File: src/rtl/ecall_pkg.sv
// Shared constants and the FSM state type for the ecall halt controller.
package ecall_pkg;

  localparam logic [4:0]  REG_X17           = 5'd17;
  localparam logic [31:0] HALT_CODE_DEFAULT = 32'd10;
  localparam int unsigned DRAIN_CNT_W       = 8;

  typedef enum logic [1:0] {
    RUN    = 2'd0,
    DRAIN  = 2'd1,
    HALTED = 2'd2
  } ecall_state_t;

endpackage

File: src/rtl/ecall_halt_control_if.sv
// ID-stage signals consumed and produced by the ecall halt controller.
interface ecall_halt_control_if;
  logic        is_ecall;
  logic [4:0]  ID_EX_rd;
  logic        ID_EX_reg_write;
  logic [4:0]  EX_MEM_rd;
  logic        EX_MEM_reg_write;
  logic        EX_MEM_mem_read;
  logic [31:0] rs1_dout_forwarded;
  logic        mem_stall;
  logic        ecall_stall;
  logic        halt_flush;
  logic        halt_pending;
  logic        is_halted;

  modport master (
    output is_ecall, ID_EX_rd, ID_EX_reg_write, EX_MEM_rd, EX_MEM_reg_write,
           EX_MEM_mem_read, rs1_dout_forwarded, mem_stall,
    input  ecall_stall, halt_flush, halt_pending, is_halted
  );

  modport slave (
    input  is_ecall, ID_EX_rd, ID_EX_reg_write, EX_MEM_rd, EX_MEM_reg_write,
           EX_MEM_mem_read, rs1_dout_forwarded, mem_stall,
    output ecall_stall, halt_flush, halt_pending, is_halted
  );
endinterface

File: src/rtl/ecall_halt_control_drain_counter.sv
// Loadable down-counter timing the pipeline drain; freezes while en is low.
module halt_drain_counter #(
  parameter int unsigned WIDTH = 8
) (
  input  logic             clk,
  input  logic             rst_n,
  input  logic             load,
  input  logic [WIDTH-1:0] load_val,
  input  logic             en,
  output logic             zero
);

  logic [WIDTH-1:0] cnt_q;

  always_ff @(posedge clk or negedge rst_n) begin
    if (!rst_n) begin
      cnt_q <= '0;
    end else if (load) begin
      cnt_q <= load_val;
    end else if (en && (cnt_q != '0)) begin
      cnt_q <= cnt_q - WIDTH'(1);
    end
  end

  assign zero = (cnt_q == '0);

endmodule

File: src/rtl/ecall_halt_control.sv
// ecall x17 hazard stall, halt detection and drain sequencing for the ID stage.
// Optional stall-cycle counter port enabled by defining ECALL_STALL_CNT_EN.
module ecall_halt_control
  import ecall_pkg::*;
#(
  parameter logic [31:0] HALT_CODE    = HALT_CODE_DEFAULT,
  parameter int unsigned DRAIN_CYCLES = 3
) (
  input  logic                 clk,
  input  logic                 reset_n,
  ecall_halt_control_if.slave  bus
`ifdef ECALL_STALL_CNT_EN
  ,
  output logic [31:0]          ecall_stall_cycles
`endif
);

  ecall_state_t state_q, state_d;
  logic hazard;
  logic detect;
  logic cnt_zero;
  logic stall_d, flush_d, pending_d, halted_d;

  // Only EX_MEM ALU results are forwarded: a producer in EX or a load in MEM must advance.
  assign hazard = bus.is_ecall &&
                  ((bus.ID_EX_reg_write && (bus.ID_EX_rd == REG_X17)) ||
                   (bus.EX_MEM_reg_write && bus.EX_MEM_mem_read && (bus.EX_MEM_rd == REG_X17)));

  assign detect = (state_q == RUN) && bus.is_ecall && !hazard && !bus.mem_stall &&
                  (bus.rs1_dout_forwarded == HALT_CODE);

  // Loaded with DRAIN_CYCLES-1 so the last drain cycle is the one that sees zero.
  halt_drain_counter #(
    .WIDTH (DRAIN_CNT_W)
  ) u_drain_cnt (
    .clk      (clk),
    .rst_n    (reset_n),
    .load     (detect),
    .load_val (DRAIN_CNT_W'(DRAIN_CYCLES - 1)),
    .en       ((state_q == DRAIN) && !bus.mem_stall),
    .zero     (cnt_zero)
  );

  always_ff @(posedge clk or negedge reset_n) begin
    if (!reset_n) begin
      state_q <= RUN;
    end else begin
      state_q <= state_d;
    end
  end

  always_comb begin
    state_d   = state_q;
    stall_d   = 1'b0;
    flush_d   = 1'b0;
    pending_d = 1'b0;
    halted_d  = 1'b0;
    case (state_q)
      RUN: begin
        stall_d = hazard;
        flush_d = detect;
        if (detect) state_d = DRAIN;
      end
      DRAIN: begin
        stall_d   = 1'b1;
        flush_d   = 1'b1;
        pending_d = 1'b1;
        if (!bus.mem_stall && cnt_zero) state_d = HALTED;
      end
      HALTED: begin
        stall_d  = 1'b1;
        flush_d  = 1'b1;
        halted_d = 1'b1;
      end
      default: state_d = RUN;
    endcase
  end

  assign bus.ecall_stall  = stall_d;
  assign bus.halt_flush   = flush_d;
  assign bus.halt_pending = pending_d;
  assign bus.is_halted    = halted_d;

`ifdef ECALL_STALL_CNT_EN
  logic [31:0] stall_cnt_q;

  always_ff @(posedge clk or negedge reset_n) begin
    if (!reset_n) begin
      stall_cnt_q <= '0;
    end else if ((state_q == RUN) && hazard && (stall_cnt_q != 32'hFFFF_FFFF)) begin
      stall_cnt_q <= stall_cnt_q + 32'd1;
    end
  end

  assign ecall_stall_cycles = stall_cnt_q;
`endif

endmodule

File: src/flat_wrapper.sv
// flat-port wrapper written by rule: the top's interface ports become plain ports
module ecall_halt_control_flat import ecall_pkg::*;
#(
  parameter logic [31:0] HALT_CODE    = HALT_CODE_DEFAULT,
  parameter int unsigned DRAIN_CYCLES = 3
)
  (clk, reset_n, bus_is_ecall, bus_ID_EX_rd, bus_ID_EX_reg_write, bus_EX_MEM_rd, bus_EX_MEM_reg_write, bus_EX_MEM_mem_read, bus_rs1_dout_forwarded, bus_mem_stall, bus_ecall_stall, bus_halt_flush, bus_halt_pending, bus_is_halted);
  ecall_halt_control_if bus_i ();
  input  logic clk;
  input  logic reset_n;
  input wire logic [$bits(bus_i.is_ecall)-1:0] bus_is_ecall;
  input wire logic [$bits(bus_i.ID_EX_rd)-1:0] bus_ID_EX_rd;
  input wire logic [$bits(bus_i.ID_EX_reg_write)-1:0] bus_ID_EX_reg_write;
  input wire logic [$bits(bus_i.EX_MEM_rd)-1:0] bus_EX_MEM_rd;
  input wire logic [$bits(bus_i.EX_MEM_reg_write)-1:0] bus_EX_MEM_reg_write;
  input wire logic [$bits(bus_i.EX_MEM_mem_read)-1:0] bus_EX_MEM_mem_read;
  input wire logic [$bits(bus_i.rs1_dout_forwarded)-1:0] bus_rs1_dout_forwarded;
  input wire logic [$bits(bus_i.mem_stall)-1:0] bus_mem_stall;
  output wire logic [$bits(bus_i.ecall_stall)-1:0] bus_ecall_stall;
  output wire logic [$bits(bus_i.halt_flush)-1:0] bus_halt_flush;
  output wire logic [$bits(bus_i.halt_pending)-1:0] bus_halt_pending;
  output wire logic [$bits(bus_i.is_halted)-1:0] bus_is_halted;
  assign bus_i.is_ecall = bus_is_ecall;
  assign bus_i.ID_EX_rd = bus_ID_EX_rd;
  assign bus_i.ID_EX_reg_write = bus_ID_EX_reg_write;
  assign bus_i.EX_MEM_rd = bus_EX_MEM_rd;
  assign bus_i.EX_MEM_reg_write = bus_EX_MEM_reg_write;
  assign bus_i.EX_MEM_mem_read = bus_EX_MEM_mem_read;
  assign bus_i.rs1_dout_forwarded = bus_rs1_dout_forwarded;
  assign bus_i.mem_stall = bus_mem_stall;
  assign bus_ecall_stall = bus_i.ecall_stall;
  assign bus_halt_flush = bus_i.halt_flush;
  assign bus_halt_pending = bus_i.halt_pending;
  assign bus_is_halted = bus_i.is_halted;
  ecall_halt_control #(.HALT_CODE(HALT_CODE), .DRAIN_CYCLES(DRAIN_CYCLES)) u_core (.clk(clk), .reset_n(reset_n), .bus(bus_i));
endmodule
File: config.mk
export PLATFORM = sky130hd
export DESIGN_NAME = ecall_halt_control_flat
export DESIGN_NICKNAME = d
export VERILOG_FILES = /design/src/rtl/ecall_pkg.sv /design/src/rtl/ecall_halt_control_if.sv /design/src/rtl/ecall_halt_control_drain_counter.sv /design/src/rtl/ecall_halt_control.sv /design/src/flat_wrapper.sv
export SDC_FILE = /design/constraint.sdc
export NUM_CORES = 1
export LEC_CHECK = 0
export ABC_AREA = 1
export BUFFER_PORTS_ARGS = -buffer_cell sky130_fd_sc_hd__buf_4
export CORE_MARGIN = 4
export CORE_UTILIZATION = 46
export CTS_CLUSTER_SIZE = 24
export DETAILED_ROUTE_END_ITERATION = 16
export GPL_TIMING_DRIVEN = 0
export PLACE_DENSITY = 0.95
export SETUP_SLACK_MARGIN = 0.5
export SLEW_MARGIN = 10
export SYNTH_ARGS = -nofsm -noshare
export SYNTH_HDL_FRONTEND = slang
export SYNTH_SLANG_ARGS = --single-unit
File: constraint.sdc
create_clock -name clk -period 3.1 [get_ports clk]
set_clock_uncertainty 0.1 [all_clocks]
set_input_delay 0.31 -clock clk [delete_from_list [all_inputs] [get_ports clk]]
set_output_delay 0.31 -clock clk [all_outputs]
set_load 0.01 [all_outputs]
==> impl_metrics.json, run 1 <==
{
  "p_sw_frac": 0.277,
  "grt_max_degree": 11,
  "syn_inst": 133,
  "p_int_w": 0.000267,
  "period_share": 0.714,
  "wl_um": 2470,
  "cp_max_fo": 10,
  "tightest_slew_ns": 0.270,
  "clk_latency_ns": 0.28,
  "status": "complete, no violations",
  "coreArea_mm2": 0.00178,
  "die_h_um": 51.9,
  "grt_overflow": 0,
  "syn_avg_cell_area_um2": 6.67,
  "n_antenna_cell": 0,
  "worstPathRequired_ns": 2.69,
  "route.vias.total": 1006,
  "rrSetupSlack_ns": 1.38,
  "worstPathArrival_ns": 1.80,
  "finish.utilization": 0.760,
  "cts_root_buffer": "clkbuf_4",
  "routedWlPerCell_um": 11.5,
  "yosysUniqueCellTypes": 23,
  "via_per_inst": 4.68,
  "syn_nets": 188,
  "clock_power_share": 0.327,
  "start_kind": "flip-flop",
  "met2_usage": 0.385,
  "fin_nets": 246,
  "post_cts_buffers": 0,
  "die-area_mm2": 0.00270,
  "synth_seq_cells": 10,
  "power_density_mw_per_mm2": 272,
  "fin_ws_ns": 0.888,
  "tns_ns": 0,
  "cts.htree.levels": 1,
  "postCtsHoldBufs": 1,
  "grt_use_met3": 0.0544,
  "max-vdd-ir-drop_v": 0.000291,
  "io_buffers": 52,
  "start_util": 0.498,
  "worst_slew_margin_rel": 0.818,
  "place_congestion": 0.825,
  "drive_above_1_share": 0.368,
  "antenna_found_initial": 0,
  "hold_class": "in -> async",
  "fillers": 128,
  "clock-sinks": 10,
  "combinationalPowerShare": 0.298,
  "slew_viol_final": 0,
  "power.leakage_nw": 0.713,
  "maxCapViolCount": 0,
  "cts_resized": 0,
  "busiest_layer": "met2",
  "ys_seq_area_frac": 0.282,
  "hold_violations": 0,
  "fmax_mhz": 452,
  "post-route-min-period_ns": 2.21,
  "power.share.sequential": 0.375,
  "clkTransAtPathRegs_ns": 0.07,
  "ioPinCount": 53,
  "yosys_warnings": 0,
  "use_met1": 0.209,
  "design_power_total_w": 0.000369,
  "syn-cell-area_um2": 887,
  "netSwitchingPower_w": 0.000102,
  "dpl.hpwl_um": 2070,
  "grt_pass1_wl_um": 4150,
  "initialDrtViolationCount": 13,
  "cts_buffer_depth": 2,
  "drtAntennaViolNets": 0,
  "first_pass_iters": 4,
  "place_ws_ns": 1.21,
  "end_kind": "primary output",
  "worstSetupPathType": "reg -> out",
  "rsz0062_at_grt": "no",
  "grt_usage": 0.208,
  "drc_errors": 0,
  "syn_to_final_growth_pct": 52.8,
  "setup_viol": 0,
  "grt_pass1_vias": 1000,
  "die_w_um": 51.9,
  "cts_tree": "built",
  "rows": 15,
  "cts_buffers": 3
}
==> power groups by stage <==
stage,Clock (W),Sequential (W),Combinational [W]
6_report,0.000121,0.000138,0.000110
4_1_cts,0.000123,0.000138,0.000111
2_1_floorplan,0,0.000141,0.0000512
3_5_place_dp,0,0.000141,0.000109
3_3_place_gp,0,0.000141,0.000105
5_1_grt,0.000128,0.000139,0.000124
==> routing by layer <==
| layer | up-vias | wire length (µm) |
|---|---|---|
| met4 | 0 | 52 |
| met3 | 4 | 206 |
| li1 | 527 | - |
| met2 | 36 | 1260 |
| met5 | - | 0 |
| met1 | 439 | 946 |
==> cells in the mapped netlist <==
cell type / count / share of area
a21oi_1: 3 / 0.017
a21oi_4: 1 / 0.018
a31o_2: 1 / 0.0099
and3_1: 2 / 0.014
dfrtp_1: 10 / 0.28
ha_1: 6 / 0.085
inv_1: 21 / 0.089
inv_4: 1 / 0.0071
nand2_1: 29 / 0.12
nand2_2: 3 / 0.021
nand3_1: 9 / 0.051
nand3_2: 1 / 0.011
nand3_4: 1 / 0.020
nand3b_1: 1 / 0.0085
nand4_1: 2 / 0.014
nor2_1: 30 / 0.13
nor2_2: 3 / 0.021
nor2_4: 3 / 0.038
nor3_1: 1 / 0.0056
o211ai_1: 1 / 0.0085
o21ai_1: 2 / 0.011
o21bai_1: 1 / 0.0085
xnor2_1: 1 / 0.0099
==> cell usage in the layout (no fill, tap or decap), types with 2 or more instances in the layout <==
| master | Yosys | final |
|---|---|---|
| nand2_1 | 29 | 29 |
| buf_4 | 0 | 52 |
| dfrtp_1 | 10 | 10 |
| inv_1 | 21 | 21 |
| nor2_1 | 30 | 30 |
| nor2_2 | 3 | 3 |
| and3_1 | 2 | 2 |
| nand2_2 | 3 | 3 |
| a21oi_1 | 3 | 3 |
| nor2_4 | 3 | 3 |
| nand3_1 | 9 | 9 |
| nand4_1 | 2 | 2 |
| clkbuf_4 | 0 | 3 |
| o21ai_1 | 2 | 2 |
| ha_1 | 6 | 6 |
==> logic make-up (layout without fill, tap and decap cells) <==
family | Yosys count | after routing | synth area share
simple gates | 85 | 85 | 0.454
flops | 10 | 10 | 0.282
buf+inv | 22 | 79 | 0.0959
compound gates | 9 | 9 | 0.0734
fa+ha+maj | 6 | 6 | 0.0846
xor+xnor | 1 | 1 | 0.00987
==> state kept, by name (all words and copies together) (netlist names) <==
signal / count
u_core.u_drain_cnt.cnt_q: 8
u_core.state_q: 2
==> metrics by stage <==
stage | std cells | area [µm²] | hold WS [ns]
4_1_cts | 215 | 1360 | 0.292
5_1_grt | 215 | 1360 | 0.306
3_3_place_gp | 210 | 1310 | 0.0438
2_1_floorplan | 133 | 887 | -0.0856
3_5_place_dp | 210 | 1310 | 0.0435
6_report | 215 | 1360 | 0.289
==> area by class of cell <==
type	count	area (µm²)	share of cell area
inverter	22	85.1	0.0628
tap	25	31.3	0.0231
timing repair buffer	53	400	0.295
multi-input combinational	101	552	0.407
sequential	10	250	0.185
clock buffer	4	36.3	0.0268
==> worst max-delay path: stages (launching register included) <==
cell     delay (ns)
dfrtp_1        0.41
inv_1          0.13
ha_1           0.22
nand4_1        0.10
nor2_1         0.17
nand3_4        0.16
a21oi_1        0.18
buf_4          0.14
==> worst paths after layout <==
| path | startpoint | endpoint | depth (start not counted) |
|---|---|---|---|
| max | u_core.state_q[0] | bus_halt_flush | 7 |
| min | reset_n | u_core.u_drain_cnt.cnt_q[6] | 2 |
| max reg2reg | u_core.state_q[1] | u_core.u_drain_cnt.cnt_q[6] | 8 |
| min reg2reg | u_core.u_drain_cnt.cnt_q[0] | u_core.u_drain_cnt.cnt_q[0] | 3 |
| max in group asynchronous | reset_n | u_core.state_q[0] | 2 |
| min in group clk | bus_mem_stall | u_core.state_q[0] | 6 |
No activity file was read; power rests on OpenSTA's default activity.
==> run 2, diff against run 1 <==
- CORE_UTILIZATION: 46 -> 38
- PLACE_DENSITY: 0.95 -> 0.86
- clock period: 3.1 -> 2 ns (I/O delays scaled with it)
==> run 2 against run 1 <==
Compared with the run above: utilization down 1.9 points; combinational power up 84%; clock-buffer cell count unchanged; critical endpoint unchanged; first-iteration DRC count rose to 3.5 times the previous value; worst setup slack worse by 0.68 ns; final area up 21%; sequential share of layout area down 3.1 points; largest power group unchanged.
==> impl_metrics.json, run 2 (synthesized netlist as in run 1, its figures left out) <==
{
  "fin_nets": 262,
  "worstPathRequired_ns": 1.70,
  "drive_above_1_share": 0.524,
  "ioPinCount": 53,
  "die_h_um": 56.3,
  "power_density_mw_per_mm2": 370,
  "clkTransAtPathRegs_ns": 0.07,
  "regArea_um2": 251,
  "rows": 17,
  "critPathMaxStageDelay_ns": 0.41,
  "worstSetupPathType": "reg -> out",
  "setup_viol": 0,
  "layout_common_cells": "buf_4 (59), nor2_1 (29), nand2_1 (22), inv_1 (17)",
  "crit_slowest_cell": "dfrtp_1",
  "worstPathArrival_ns": 1.49,
  "cts_buffer_depth": 2,
  "top_regs": "u_core.u_drain_cnt.cnt_q x8, u_core.state_q x2",
  "coreArea_mm2": 0.00221,
  "multi_input_area_um2": 677,
  "initialDrtViolationCount": 45,
  "start_util": 0.401,
  "cts.htree.levels": 1,
  "start_kind": "flip-flop",
  "cts_buffers": 3,
  "max-vdd-ir-drop_v": 0.000490,
  "die-area_mm2": 0.00317,
  "r2r_cells": 9,
  "end_kind": "primary output",
  "grt_pass1_wl_um": 4630,
  "via_per_inst": 4.76,
  "tightest_slew_ns": 0.396,
  "drc_errors": 0,
  "n_antenna_cell": 0,
  "dpl.hpwl_um": 2130,
  "tns_ns": 0,
  "critical_path_buf_inv_count": 2,
  "antenna_found_initial": 0,
  "largest_reg_flops": 8,
  "die_w_um": 56.3,
  "rsz0062_at_grt": "yes",
  "path_delay_family": "flip-flops",
  "status": "complete, no violations",
  "grt_usage": 0.182,
  "cts_root_buffer": "clkbuf_4",
  "clk_latency_ns": 0.27,
  "top_register": "u_core.u_drain_cnt.cnt_q",
  "period_share": 0.896,
  "grt_pass1_vias": 1087,
  "wl_um": 3310,
  "first_pass_iters": 4,
  "maxCapViolCount": 0,
  "syn_to_final_growth_pct": 84.8,
  "r2r_end": "u_core.u_drain_cnt.cnt_q[3]",
  "fmax_mhz": 558,
  "fillers": 170,
  "r2r_start": "u_core.state_q[1]",
  "clock-sinks": 10,
  "hold_violations": 0,
  "grt_max_degree": 11,
  "drtAntennaViolNets": 0,
  "power.leakage_nw": 0.812,
  "hold_class": "in -> async",
  "cp_max_fo": 2,
  "timing.hold.ws_ns": 0.181,
  "rrSetupSlack_ns": 0.22,
  "place_congestion": 0.784,
  "routedWlPerCell_um": 14.1,
  "route.vias.total": 1114,
  "io_buffers": 52,
  "worstPathCellList": "inv_2, ha_4, nand4_1, nor2_2, nand3_4, a21oi_4, buf_6",
  "post-route-min-period_ns": 1.79,
  "slew_viol_final": 0,
  "grt_overflow": 0,
  "final_common_cell": "buf_4",
  "worst_slew_margin_rel": 0.734,
  "cts_tree": "built"
}
-- run 2: cell count changes in the layout (fill, tap and decap cells not counted), moves of 4 or more --
cell     before  now
buf_4        52   59
buf_6         0    9
ha_1          6    1
ha_4          0    5
inv_1        21   17
inv_2         0    4
nand2_1      29   22
nand2_2       3    8
-- run 2: cell type report --
cell class                      count  area share
Tap cell                           28      0.0214
Timing Repair Buffer               69       0.338
Sequential cell                    10       0.153
Clock buffer                        4      0.0221
Multi-Input combinational cell    101       0.413
Inverter                           22      0.0519
-- run 2: repair_timing --
item | 4_1_cts | 5_1_grt
gates resized for setup | 15 | 16
hold endpoints to repair | 10 | 0
buffers inserted | 9 | 7
cloned | 0 | 0
pin swaps | 7 | 9
hold buffers | 1 | 0
setup endpoints to repair | 13 | 14
-- run 2: through the flow --
stage	area, µm²	std cells	util	setup WS (ns)	power [W]
floorplan	926	133	-	0.494	0.000298
global placement	1350	213	0.611	0.299	0.000380
detailed placement	1350	213	0.611	0.255	0.000390
CTS	1530	227	0.691	0.221	0.000600
global route	1640	234	0.741	0.103	0.000644
finish	1640	234	0.741	0.208	0.000607
-- run 2: worst register-to-register path, delay by kind of cell, from the launching register on --
kind / cells / cell delay, ns
AOI/OAI and AO/OA: 1 / 0.17
buffers and inverters: 4 / 0.38
adders and majority gates: 1 / 0.15
DFF: 1 / 0.41
and+or+nand+nor: 3 / 0.50
-- run 2: power by group --
part / leakage (nW) / internal [W] / switching [W]
clock: 0.0210 / 0.000111 / 0.0000764
combinational: 0.674 / 0.000106 / 0.0000959
sequential: 0.117 / 0.000211 / 0.00000654
total: 0.812 / 0.000428 / 0.000179
-- run 2: per-layer routing --
layer,track usage,vias to the layer above,part of all wire
li1,-,557,-
met1,0.173,518,0.37
met2,0.372,35,0.58
met3,0.0460,4,0.040
met4,0.0542,0,0.010
met5,0,-,0
-- run 2: worst max-delay path by stage --
stage,startpoint,to,slack (ns),cells past startpoint
5_1_grt,u_core.state_q[1],bus_halt_flush,0.10,7
6_report,u_core.state_q[1],bus_halt_flush,0.21,7
4_1_cts,u_core.state_q[1],bus_halt_flush,0.22,7
3_5_place_dp,u_core.state_q[1],bus_halt_flush,0.26,7
3_3_place_gp,u_core.state_q[1],bus_halt_flush,0.30,7
2_1_floorplan,u_core.state_q[0],bus_halt_flush,0.49,6
==> run 3, diff against run 2 <==
- CORE_ASPECT_RATIO: default -> 1.4
- HOLD_SLACK_MARGIN: default -> 0.15
- RECOVER_POWER: default -> 50
==> run 3 against run 2 <==
Compared with the run above: final area fell by 3.2%; register-to-register slack improved by 0.05 ns; via count fell by 1.4%; fmax fell by 0.75%; hold slack improved by 0.15 ns; critical endpoint unchanged; total power fell by 9.4%; die area rose by 0.35%.
==> impl_metrics.json, run 3 (synthesized netlist as in run 1, its figures left out) <==
{
  "power_density_mw_per_mm2": 347,
  "tns_ns": 0,
  "slew_viol_final": 0,
  "antenna_found_initial": 0,
  "end_kind": "primary output",
  "clock-sinks": 10,
  "post-route-min-period_ns": 1.81,
  "final_common_cell": "buf_4",
  "initialDrtViolationCount": 31,
  "cp_max_fo": 2,
  "coreArea_mm2": 0.00220,
  "grt_pass1_vias": 1084,
  "cts_buffers": 3,
  "grt_use_met3": 0.0249,
  "worstPathRequired_ns": 1.70,
  "maxCapViolCount": 0,
  "tightest_slew_ns": 0.537,
  "cts_tree": "built",
  "hold_violations": 0,
  "worstPathArrival_ns": 1.51,
  "io_buffers": 52,
  "place_congestion": 0.822,
  "cts_root_buffer": "clkbuf_4",
  "p_int_w": 0.000387,
  "busiest_layer": "met2",
  "p_sw_frac": 0.297,
  "drive_above_1_share": 0.500,
  "via_per_inst": 4.86,
  "grt_max_degree": 11,
  "clk_latency_ns": 0.26,
  "power.share.sequential": 0.393,
  "layout_common_cells": "buf_4 (58), nor2_1 (28), nand2_1 (24), inv_1 (19), dfrtp_1 (9)",
  "clkTransAtPathRegs_ns": 0.06,
  "start_kind": "flip-flop",
  "worst_slew_margin_rel": 0.642,
  "die-area_mm2": 0.00318,
  "grt_usage": 0.173,
  "ioPinCount": 53,
  "cts_buffer_depth": 2,
  "top_register": "u_core.u_drain_cnt.cnt_q",
  "grt_overflow": 0,
  "drc_errors": 0,
  "die_h_um": 65.2,
  "fin_nets": 261,
  "dpl.hpwl_um": 2210,
  "routedWlPerCell_um": 13.0,
  "syn_to_final_growth_pct": 78.8,
  "period_share": 0.903,
  "start_util": 0.403,
  "fmax_mhz": 554,
  "worstSetupPathType": "reg -> out",
  "combinationalPowerShare": 0.363,
  "drtAntennaViolNets": 0,
  "grt_pass1_wl_um": 4540,
  "met2_usage": 0.345,
  "die_w_um": 48.8,
  "n_antenna_cell": 0,
  "clock_power_share": 0.244,
  "largest_reg_flops": 8,
  "cts.htree.levels": 1,
  "netSwitchingPower_w": 0.000164,
  "timing.hold.ws_ns": 0.328,
  "status": "complete, no violations",
  "top_regs": "u_core.u_drain_cnt.cnt_q x8, u_core.state_q x2",
  "use_met1": 0.179,
  "hold_class": "in -> async",
  "wl_um": 2940,
  "route.vias.total": 1098,
  "rsz0062_at_grt": "yes",
  "max-vdd-ir-drop_v": 0.000414,
  "rows": 20,
  "setup_viol": 0,
  "power.leakage_nw": 0.792,
  "first_pass_iters": 4
}
run 3: cell count changes in the layout (fill, tap and decap cells not counted), moves of 2 or more:
cell,delta
buf_6,-2
inv_1,+2
inv_2,-2
nand2_1,+2
nand2_2,-2
run 3: cell type report:
type	instances	area, µm²
well taps	22	27.5
repair buffers	68	543
inverters	22	85.1
multi-input cells	101	657
clock buffers	3	22.5
flip-flops and latches	10	251
fillers	169	616
run 3: timing repair:
action	4_1_cts	5_1_grt
gates resized for setup	9	18
buffers inserted	7	8
setup endpoints to repair	13	13
pin swaps	7	5
hold endpoints to repair	10	0
hold buffers	1	0
run 3: final timing paths:
check	slack, ns	startpoint	endpoint	cells past startpoint
min in group clk	0.33	bus_mem_stall	u_core.state_q[1]	6
worst max-delay path	0.19	u_core.state_q[0]	bus_halt_flush	7
max in group asynchronous	1.09	reset_n	u_core.state_q[0]	2
worst min register to register	0.45	u_core.u_drain_cnt.cnt_q[7]	u_core.u_drain_cnt.cnt_q[7]	2
worst min-delay path	0.33	reset_n	u_core.u_drain_cnt.cnt_q[5]	2
worst max register to register	0.27	u_core.state_q[1]	u_core.u_drain_cnt.cnt_q[6]	10
run 3: power groups by stage:
stage	clock network (W)	registers [W]	logic, W
finish	0.000134	0.000216	0.000200
global route	0.000145	0.000217	0.000224
CTS	0.000136	0.000215	0.000191
detailed placement	0	0.000218	0.000170
global placement	0	0.000218	0.000163
floorplan	0	0.000218	0.0000795
run 3: metrics by stage:
stage,power (W),instances,area (µm²),util,setup WS [ns]
final,0.000550,226,1590,0.720,0.195
after global placement,0.000381,207,1340,0.610,0.310
after CTS,0.000541,218,1470,0.667,0.226
after global routing,0.000586,226,1590,0.720,0.143
after detailed placement,0.000389,207,1340,0.610,0.257
after floorplan,0.000298,133,926,-,0.494
run 3: critical path: stages (launching register included):
cell	delay, ns
dfrtp_2	0.41
inv_1	0.11
ha_4	0.15
nand4_1	0.08
nor2_2	0.14
nand3_4	0.10
a21oi_4	0.14
buf_6	0.12
run 3: layer usage:
layer / vias up / wire (µm)
met2: 34 / 1730
met5: - / 0
met3: 8 / 170
li1: 557 / -
met4: 0 / 80
met1: 499 / 967
